File: config.mk
export PLATFORM = sky130hd
export DESIGN_NAME = numeric_field_writer
export DESIGN_NICKNAME = d
export VERILOG_FILES = /design/src/rtl/numeric_field_writer.sv
export SDC_FILE = /design/constraint.sdc
export NUM_CORES = 1
export LEC_CHECK = 0
export CORE_MARGIN = 1
export CORE_UTILIZATION = 58
export CTS_CLUSTER_DIAMETER = 100
export CTS_CLUSTER_SIZE = 12
export DETAILED_ROUTE_END_ITERATION = 8
export GPL_TIMING_DRIVEN = 1
export HOLD_SLACK_MARGIN = 0.1
export PLACE_DENSITY = 0.86
export SLEW_MARGIN = 20
export SYNTH_ARGS = -nofsm -noshare
export SYNTH_HDL_FRONTEND = slang
export SYNTH_SLANG_ARGS = --single-unit
File: constraint.sdc
create_clock -name clock50MHz -period 13.15 [get_ports clock50MHz]
set_input_delay 1.315 -clock clock50MHz [delete_from_list [all_inputs] [get_ports clock50MHz]]
set_output_delay 1.315 -clock clock50MHz [all_outputs]
set_load 0.01 [all_outputs]
File: src/rtl/numeric_field_writer.sv
// Numeric readout writer: snapshots fields, converts each value to decimal by
// double-dabble, and streams ASCII digits/separators into the character RAM.
module numeric_field_writer #(
  parameter int unsigned NUM_FIELDS  = 4,
  parameter int unsigned VALUE_WIDTH = 17,
  parameter int unsigned MAX_DIGITS  = 6,
  parameter int unsigned ADDR_WIDTH  = 13,
  parameter int unsigned COLS        = 80,
  parameter int unsigned ROWS        = 60,
  parameter int unsigned BASE_ROW    = 0,
  parameter int unsigned BASE_COL    = 2,
  parameter int unsigned TICK_PERIOD = 800000
) (
  input  logic                              clock50MHz,
  input  logic                              resetn,
  input  logic [NUM_FIELDS*VALUE_WIDTH-1:0] fieldValues,
  input  logic [NUM_FIELDS*3-1:0]           fieldDigits,
  input  logic [NUM_FIELDS*7-1:0]           fieldSep,
  input  logic                              suppressZeros,
  input  logic                              updateReq,
  output logic                              busy,
  output logic                              donePulse,
  output logic                              charRamWrEn,
  output logic [ADDR_WIDTH-1:0]             charRamAddr,
  output logic [6:0]                        charRamData
);

  localparam int unsigned FIELD_W   = (NUM_FIELDS > 1) ? $clog2(NUM_FIELDS) : 1;
  localparam int unsigned BIT_W     = $clog2(VALUE_WIDTH + 1);
  localparam int unsigned TICK_W    = (TICK_PERIOD > 1) ? $clog2(TICK_PERIOD) : 1;
  localparam int unsigned TICK_LAST = (TICK_PERIOD > 0) ? TICK_PERIOD - 1 : 0;
  localparam int unsigned CELL_LAST = COLS * ROWS - 1;
  localparam int unsigned CURSOR0   = BASE_ROW * COLS + BASE_COL;
  localparam int unsigned BCD_W     = 4 * MAX_DIGITS;
  localparam int unsigned DD_W      = BCD_W + VALUE_WIDTH;

  typedef enum logic [2:0] {IDLE, LATCH, CONVERT, DIGITS, SEP, NEXT, DONE} state_t;

  state_t                  state;
  logic [TICK_W-1:0]       tickCount;
  logic                    pending;
  logic [VALUE_WIDTH-1:0]  valueSnap  [NUM_FIELDS];
  logic [2:0]              digitsSnap [NUM_FIELDS];
  logic [6:0]              sepSnap    [NUM_FIELDS];
  logic                    suppressSnap;
  logic [FIELD_W-1:0]      fieldIdx;
  logic [BIT_W-1:0]        bitCnt;
  logic [DD_W-1:0]         dd;
  logic [2:0]              digIdx;
  logic                    leadZero;
  logic [ADDR_WIDTH-1:0]   cursor;

  logic                    tickHit;
  logic                    trigger;
  logic [2:0]              nDigits;
  logic [6:0]              curSep;
  logic [3:0]              curDigit;
  logic                    blank;
  logic [ADDR_WIDTH-1:0]   nextCursor;
  logic [DD_W-1:0]         ddAdj;

  assign tickHit    = (TICK_PERIOD != 0) && (tickCount == TICK_W'(TICK_LAST));
  assign trigger    = updateReq | tickHit;
  assign nDigits    = (digitsSnap[fieldIdx] > 3'(MAX_DIGITS)) ? 3'(MAX_DIGITS) : digitsSnap[fieldIdx];
  assign curSep     = sepSnap[fieldIdx];
  assign curDigit   = dd[VALUE_WIDTH + 4*int'(digIdx) +: 4];
  assign blank      = suppressSnap && leadZero && (curDigit == 4'd0) && (digIdx != 3'd0);
  assign nextCursor = (cursor == ADDR_WIDTH'(CELL_LAST)) ? '0 : cursor + 1'b1;

  // Double-dabble add-3 correction; the shift happens on the register load.
  always_comb begin
    ddAdj = dd;
    for (int i = 0; i < MAX_DIGITS; i++) begin
      if (dd[VALUE_WIDTH + 4*i +: 4] >= 4'd5)
        ddAdj[VALUE_WIDTH + 4*i +: 4] = dd[VALUE_WIDTH + 4*i +: 4] + 4'd3;
    end
  end

  always_ff @(posedge clock50MHz) begin
    if (!resetn) begin
      state        <= IDLE;
      tickCount    <= '0;
      pending      <= 1'b0;
      busy         <= 1'b0;
      donePulse    <= 1'b0;
      charRamWrEn  <= 1'b0;
      charRamAddr  <= '0;
      charRamData  <= '0;
      suppressSnap <= 1'b0;
      fieldIdx     <= '0;
      bitCnt       <= '0;
      dd           <= '0;
      digIdx       <= '0;
      leadZero     <= 1'b0;
      cursor       <= '0;
      for (int i = 0; i < NUM_FIELDS; i++) begin
        valueSnap[i]  <= '0;
        digitsSnap[i] <= '0;
        sepSnap[i]    <= '0;
      end
    end else begin
      charRamWrEn <= 1'b0;
      donePulse   <= 1'b0;
      if (TICK_PERIOD != 0) tickCount <= tickHit ? '0 : tickCount + 1'b1;
      // Triggers arriving mid-pass collapse into one pending flag
      if (trigger && state != IDLE && state != DONE) pending <= 1'b1;

      case (state)
        IDLE: begin
          if (trigger) begin
            state <= LATCH;
            busy  <= 1'b1;
          end
        end
        LATCH: begin
          for (int i = 0; i < NUM_FIELDS; i++) begin
            valueSnap[i]  <= fieldValues[i*VALUE_WIDTH +: VALUE_WIDTH];
            digitsSnap[i] <= fieldDigits[i*3 +: 3];
            sepSnap[i]    <= fieldSep[i*7 +: 7];
          end
          suppressSnap <= suppressZeros;
          fieldIdx     <= '0;
          cursor       <= ADDR_WIDTH'(CURSOR0);
          dd           <= {BCD_W'(0), fieldValues[VALUE_WIDTH-1:0]};
          bitCnt       <= '0;
          state        <= CONVERT;
        end
        CONVERT: begin
          dd     <= ddAdj << 1;
          bitCnt <= bitCnt + 1'b1;
          if (bitCnt == BIT_W'(VALUE_WIDTH - 1)) begin
            digIdx   <= nDigits - 3'd1;
            leadZero <= 1'b1;
            if (nDigits != 3'd0)     state <= DIGITS;
            else if (curSep != 7'd0) state <= SEP;
            else                     state <= NEXT;
          end
        end
        DIGITS: begin
          charRamWrEn <= 1'b1;
          charRamAddr <= cursor;
          charRamData <= blank ? 7'd32 : 7'd48 + 7'(curDigit);
          cursor      <= nextCursor;
          leadZero    <= leadZero && (curDigit == 4'd0);
          digIdx      <= digIdx - 3'd1;
          if (digIdx == 3'd0) state <= (curSep != 7'd0) ? SEP : NEXT;
        end
        SEP: begin
          charRamWrEn <= 1'b1;
          charRamAddr <= cursor;
          charRamData <= curSep;
          cursor      <= nextCursor;
          state       <= NEXT;
        end
        NEXT: begin
          if (fieldIdx == FIELD_W'(NUM_FIELDS - 1)) begin
            state     <= DONE;
            donePulse <= 1'b1;
            busy      <= 1'b0;
          end else begin
            fieldIdx <= fieldIdx + 1'b1;
            dd       <= {BCD_W'(0), valueSnap[fieldIdx + 1'b1]};
            bitCnt   <= '0;
            state    <= CONVERT;
          end
        end
        DONE: begin
          pending <= 1'b0;
          if (pending || trigger) begin
            state <= LATCH;
            busy  <= 1'b1;
          end else begin
            state <= IDLE;
          end
        end
        default: state <= IDLE;
      endcase
    end
  end

endmodule

# ---- After elaboration in Yosys (flattened, before gate mapping)
# Memories as Yosys holds them, arrays and structs flattened. A register that Yosys moved wholly into a read port is not among the register bits.
# Index checks and enable logic that the tools add are counted.
dict set report word_totals {
  n_memories 3
  regBits 113
  out_inout_bits 23
  in_bits 112
  elab_cells 155
  ram_bits 108
}
dict set report op_classes {
  n_addsub 14
  shifts 1
  n_reduce_logical 29
  magnitude_cmp 7
  n_eq_ne 17
  bitwise 14
  muxes 55
}
# memory words width read_ports rd_ports_with_merged_regs wr line
set memory_table {}
lappend memory_table {valueSnap 4 17 1 0 4 42} ;# logic [VALUE_WIDTH-1:0] valueSnap [NUM_FIELDS];
lappend memory_table {sepSnap 4 7 1 1 4 44} ;# logic [6:0] sepSnap [NUM_FIELDS];
lappend memory_table {digitsSnap 4 3 1 1 4 43} ;# logic [2:0] digitsSnap [NUM_FIELDS];
# cell count
set ops {}
lappend ops {{$pmux 41 s3} 1}
lappend ops {{$mux 17} 4}
lappend ops {{$mux 41} 1}
lappend ops {{$shiftx 41x7->4} 1}
lappend ops {{$mux 3} 12}
lappend ops {{$mux 7} 5}
lappend ops {{$pmux 13 s2} 1}
lappend ops {{$ge 4x3->1 const B} 6}
lappend ops {{$pmux 3 s7} 1}
lappend ops {{$add 20x1->20 const B} 1}
lappend ops {{$add 4x2->4 const B} 5}
lappend ops {{$eq 20x20->1 const B} 1}
lappend ops {{$mux 4} 5}
lappend ops {{$pmux 5 s3} 1}
lappend ops {{$reduce_bool 3->1} 5}
lappend ops {{$pmux 7 s2} 1}
lappend ops {{$add 13x1->13 const B} 1}
lappend ops {{$eq 13x13->1 const B} 1}
lappend ops {{$mux 13} 1}
lappend ops {{$or 1x1->1} 13}
lappend ops {{$mux 1} 12}
lappend ops {{$ne 2x2->1 const B} 6}
lappend ops {{$mux 2} 5}
lappend ops {{$eq 3x3->1 const B} 3}
lappend ops {{28 further kinds} 44}

# ---- Longest topological paths before layout
# Gate-level depths: netlist (run 1).
dict set report depth {
  word_depth 7
  depth_mapped 9
  depth_no_buf 7
}

# ---- Least setup slack after synthesis (run 1)
# OpenSTA, ideal clock, no wires.
dict set report synth_path {
  path_kind {register to register}
  start {reg state[2]}
  end {mem digitsSnap[0][0], enable pin}
  setup_time_ps 726
  slack_ps 4132
  period_less_slack_ps 9018
  path_buffers 2
  required_ps 12424
  t_arrival_ps 8292
  path_stages_with_launch 4
  path_cell_list {dfxtp_1 > buf_4 > clkbuf_1 > o21ai_0}
}
# element line
set synth_lines {}
lappend synth_lines {{from (decl)} 39} ;# state_t state;
lappend synth_lines {{from (signal assigned)} 146} ;# if (digIdx == 3'd0) state <= (curSep != 7'd0) ? SEP : NEXT;
lappend synth_lines {{to (decl)} 43}

==> run_results.csv, run 1 <==
group,metric,value,unit
run_status,status,"completed",
drt,drc,0,
clock_tree,clk_latency,500,ps
critical_path,cp.depth,5,
critical_path,arrival,3350,ps
drt,ant_nets,0,
floorplanning,io_pins,135,
power,p_seq_share,49.6,%
final_layout,fill_cells,1222,
power,fin_total_pwr,1.98,mW
run,drv_cap,0,
clock_tree,clockRootBuffer,"clkbuf_16",
drt,vias,7587,
placed_design,io_buffers,134,
clock_tree,cts_max_level,1,
global_routing,grt.overflow.total,0,
synth,yosysSeqAreaShare,53.4,%
clock_tree,cts_num_sinks,223,
synth,synth_area_leaders,"edfxtp_1, dfxtp_1, mux4_2",
final_layout,syn2layout_area_growth,19.7,%
timing,fin_tns_setup,0,ps
final_layout,register_area,5550,um^2
critical_path,timing.rr.start,"state[2]",
timing,setup_viol,0,
synth,synth_enable_flop_cells,108,
critical_path,slowest_delay,710,ps
synth,synthesis.nets,1071,
final_layout,antenna_cells,0,
global_routing,antenna_found_initial,0,
critical_path,r2r_cells,5,
timing,hold_viol_final,0,
critical_path,slowest_stage,"buf_4",
global_routing,grt_max_degree,110,
critical_path,cp_cell_sequence,"clkdlybuf4s50_1 > buf_4 > o21ai_4 > buf_4 > buf_4",
floorplanning,die_x,136,um
drt,wl_met1,9610,um
critical_path,startpoint_type,"input pin",
clock_tree,cts_buffers,22,
critical_path,path_max_fanout,63,
drt,wl_per_cell,17.6,um
synth,yosys_warnings,0,
floorplanning,start_util,59.6,%
critical_path,cp.required,13280,ps
timing,slew_headroom,35.0,%
drt,drt_first_pass_iters,5,
clock_tree,cts_tree,"done",
power,p_comb_share,21.7,%
critical_path,criticalPathCategory,"in -> reg",
placed_design,dpl.hpwl,14700,um
critical_path,path_buf_inv,4,
timing,fin_crit_sh,24.5,%
power,ir_drop,121,uV
critical_path,worstSetupStartpoint,"resetn",
synth,syn_inst,941,
final_layout,multi_input_area,4510,um^2
critical_path,crit_top_cell,"buf_4",
drt,via_per_inst,5.91,
critical_path,cp_top_family,"buffers and inverters",
drt,wl_met3,1230,um
clock_tree,clockBufferDepth,3,
timing,whs,448,ps
timing,rsz0062_at_grt,"false",
drt,wl_met2,11100,um
clock_tree,ctsHoldBuffers,0,
global_routing,grt_pass1_wl,36800,um
timing,slew_violations,0,
power,clock_power_share,28.7,%
drt,top_layer,"met4",
placed_design,routabilityCongestion,0.839,
clock_tree,cts_setup_buffers,0,
power,p_leak,4.30,nW
synth,synth_area_leader_cell,"edfxtp_1",
floorplanning,dieArea,18400,um^2
min_path,worstHoldStart,"charRamAddr[7]",
final_layout,fin_nets,1176,
power,power_switching_share,29.1,%
synth,synth_top_area_share,31.2,%
timing,worst_pin_slew,974,ps
clock_tree,path_clk_slew,60,ps
final_layout,drive_gt1_share,8.79,%
floorplanning,die_h,136,um
drt,finalWirelength,22600,um
min_path,hp-class,"reg -> reg",
power,switching_power,0.576,mW
floorplanning,core,17400,um^2
critical_path,endpoint_kind,"flop",
drt,drt_iter0_drc,600,
synth,ys_seq_elements,223,
synth,avgSynthCellArea,11.0,um^2
synth,ys_types,70,
timing,finalCriticalPeriod,3220,ps
min_path,hold_depth,2,
synth,synthArstFlopShare,0,%
timing,finClkSkew,11.7,ps
global_routing,grt_usage,25.3,%
power,cellInternalPower,1.40,mW
synth,synth_area,10400,um^2
synth,synth_flop_cell,"dfxtp_1",
power,powerDensity,159,nW/um^2
clock_tree,cts_resized,0,
floorplanning,rows,48,
timing,fmax,310,MHz
global_routing,grt_pass1_vias,7349,
synth_stat cells (16+ instances only):
library cell,number
xor2_1,16
dfxtp_1,115
xnor2_1,16
clkbuf_1,34
ha_1,18
nor3_1,26
mux4_2,31
edfxtp_1,108
nor2_1,64
nand3_1,23
inv_1,19
a221oi_1,17
o21ai_0,39
and2_1,111
buf_2,17
nand2_1,74
a21oi_1,64
logic make-up after synthesis:
family | count (synthesis) | synth area share, %
fa+ha+maj | 18 | 2.17
flops | 223 | 53.4
xor+xnor | 32 | 2.70
buf+inv | 80 | 3.45
mux | 44 | 8.05
simple gates | 359 | 18.4
compound gates | 185 | 11.8
final cells by class:
type	instances	share of cell area, %
flip-flops and latches	223	44.6
multi-input cells	638	36.3
repair buffers	142	11.3
clock buffers	35	4.99
well taps	225	2.26
inverters	19	0.574
clock inverters	1	0.0503
tightest hold or removal path, stage by stage, from the launching register on:
cell,delay [ps]
dfxtp_1,300
nand2_1,50
a21oi_1,50
layer usage:
| metal | global-route usage (%) | vias up |
|---|---|---|
| met2 | 43.3 | 278 |
| met5 | 0 | - |
| li1 | - | 3637 |
| met4 | 8.18 | 0 |
| met1 | 33.0 | 3625 |
| met3 | 3.52 | 47 |
power by group through the flow:
stage / registers, mW / logic, mW / clock network (mW)
6_report: 0.981 / 0.430 / 0.567
5_1_grt: 0.996 / 0.472 / 0.602
3_5_place_dp: 0.991 / 0.424 / 0
3_3_place_gp: 0.979 / 0.412 / 0
2_1_floorplan: 0.978 / 0.329 / 0
4_1_cts: 0.981 / 0.428 / 0.574
registers in the layout (all words and copies together) (netlist names), 2 cells and up, named ones only:
name	flops
valueSnap	68
dd	41
sepSnap	28
tickCount	20
charRamAddr	13
cursor	13
digitsSnap	12
charRamData	7
bitCnt	5
digIdx	3
state	3
fieldIdx	2
worst paths after layout:
check | endpoint | slack (ps)
max | digitsSnap[0][2] | 9930
min | charRamAddr[7] | 450
max reg2reg | dd[8] | 10290
min reg2reg | charRamAddr[7] | 450
cell usage in the layout (no fill, tap or decap), drive strengths merged, types with 11 or more instances in the layout:
cell,netlist,layout
clkdlybuf4s50,0,134
dfxtp,115,115
and2,111,111
edfxtp,108,108
nand2,76,76
nor2,65,65
a21oi,64,64
o21ai,41,41
clkbuf,36,35
mux4,31,31
nor3,28,28
nand3,23,23
inv,19,20
ha,18,18
a221oi,18,18
xor2,16,16
xnor2,16,16
a22oi,13,13
nand2b,11,11
through the flow:
step / setup WS [ps] / std cells / util [%] / area (um^2)
final: 9930 / 1283 / 71.4 / 12400
after global routing: 9820 / 1283 / 71.4 / 12400
after CTS: 9930 / 1283 / 71.4 / 12400
after detailed placement: 9420 / 1247 / 67.8 / 11800
after global placement: 9480 / 1247 / 67.8 / 11800
after floorplan: 4130 / 941 / - / 10400
Power figures use the tool's default switching activity.
==> run 2: changes to the inputs <==
Settings changed: CORE_UTILIZATION 58 to 56, PLACE_DENSITY 0.86 to 0.84.
Clock period 13.15 ns to 3.2 ns, I/O delays scaled along.
==> run_results.csv, run 2 (synthesized netlist as in run 1, its figures left out) <==
group,metric,value,unit
floorplanning,io_pins,135,
timing,fin_crit_sh,75.4,%
placed_design,io_buffers,134,
floorplanning,rows,49,
final_layout,drive_gt1_share,9.45,%
timing,worst_pin_slew,891,ps
drt,ant_nets,0,
floorplanning,die_h,138,um
power,p_leak,4.37,nW
timing,hold_viol_final,0,
critical_path,criticalPathCategory,"reg -> reg",
min_path,worstHoldStart,"charRamAddr[8]",
drt,finalWirelength,22600,um
critical_path,path_max_fanout,10,
placed_design,routabilityCongestion,0.890,
clock_tree,cts_buffers,22,
placed_design,placed_cells,1262,
clock_tree,clk_latency,500,ps
drt,drc,4,
drt,wl_per_cell,17.4,um
global_routing,grt_pass1_wl,37400,um
drt,drt_iter0_drc,677,
run_status,status,"finished, violations left",
final_layout,fin_cells,1298,
global_routing,grt_usage,24.2,%
critical_path,path_buf_inv,0,
final_layout,fin_area,12600,um^2
final_layout,largest_reg_flops,68,
clock_tree,cts_setup_buffers,0,
floorplanning,start_util,57.4,%
timing,fmax,414,MHz
clock_tree,cts_num_sinks,223,
timing,setup_viol,0,
critical_path,slowest_stage,"dfxtp_1",
clock_tree,clockRootBuffer,"clkbuf_16",
global_routing,grt_max_degree,110,
run_status,failed_checks,"DRC",
clock_tree,clockBufferDepth,3,
global_routing,grt.overflow.total,0,
run,drv_cap,0,
critical_path,cp_top_family,"flip-flops",
floorplanning,die_x,138,um
final_layout,top_register,"valueSnap",
critical_path,slowest_delay,770,ps
clock_tree,path_clk_slew,70,ps
drt,vias,7620,
global_routing,grt_pass1_vias,7528,
clock_tree,cts_resized,0,
final_layout,layout_common_cells,"clkdlybuf4s50_1, dfxtp_1, and2_1, edfxtp_1, nand2_1",
timing,rsz0062_at_grt,"false",
clock_tree,ctsHoldBuffers,0,
final_layout,fin_nets,1187,
timing,finalCriticalPeriod,2410,ps
floorplanning,dieArea,19100,um^2
timing,finClkSkew,10.8,ps
final_layout,syn2layout_area_growth,21.1,%
critical_path,cp_cell_sequence,"mux4_2 > a31oi_1 > ha_1 > o21ai_0 > a22oi_1 > a21oi_1",
timing,fin_tns_setup,0,ps
drt,via_per_inst,5.87,
floorplanning,core,18100,um^2
min_path,hp-class,"reg -> reg",
critical_path,endpoint_kind,"flop",
final_layout,layout_commonest_cell,"clkdlybuf4s50_1",
clock_tree,cts_tree,"done",
final_layout,antenna_cells,0,
clock_tree,cts_max_level,1,
critical_path,cp.required,3560,ps
placed_design,place_area,12000,um^2
critical_path,startpoint_type,"flop",
global_routing,antenna_found_initial,0,
final_layout,reg_top3,"valueSnap: 68 flops, dd: 41 flops, sepSnap: 28 flops",
power,ir_drop,428,uV
timing,slew_violations,0,
power,fin_total_pwr,8.22,mW
critical_path,arrival,2770,ps
power,powerDensity,654,nW/um^2
drt,drt_first_pass_iters,7,
timing,slew_headroom,40.4,%
placed_design,dpl.hpwl,15300,um
run 2: worst reg2reg max path, stage by stage (launching register included):
cell and delay, ps:
dfxtp_1 770, mux4_2 620, a31oi_1 260, ha_1 230, o21ai_0 100, a22oi_1 210, a21oi_1 90
run 2: power by group:
group / total (mW) / internal [mW] / switching [mW] / leakage [nW]
logic: 1.88 / 0.810 / 1.07 / 1.99
clock network: 2.33 / 1.32 / 1.01 / 0.302
registers: 4.01 / 3.71 / 0.294 / 2.07
run 2: metrics by stage:
step,hold slack (ps),setup WS (ps),utilization [%]
2_1_floorplan,429,270,-
3_3_place_gp,440,901,66.1
3_5_place_dp,448,803,66.1
4_1_cts,452,750,69.5
5_1_grt,466,655,69.5
6_report,455,787,69.5
run 2: layout make-up:
| type | count | area (um^2) |
|---|---|---|
| Multi-Input combinational cell | 638 | 4500 |
| Clock buffer | 35 | 621 |
| Clock inverter | 1 | 6.26 |
| Sequential cell | 223 | 5550 |
| Fill cell | 1329 | 5510 |
| Inverter | 19 | 71.3 |
| Tap cell | 229 | 287 |
| Timing Repair Buffer | 153 | 1550 |
run 2: worst paths after layout:
kind	end	slack, ps	cells after the start
worst max-delay path	digIdx[2]	790	6
worst min-delay path	charRamAddr[8]	450	2
worst max register to register	digIdx[2]	790	6
worst min register to register	charRamAddr[8]	450	2
run 2: routing by layer:
layer | global-route usage, % | vias up | part of all wire (%)
met1 | 30.5 | 3655 | 41
met2 | 41.0 | 255 | 50
li1 | - | 3654 | -
met5 | 0 | - | 0
met4 | 10.3 | 0 | 3.2
met3 | 4.68 | 56 | 6.2
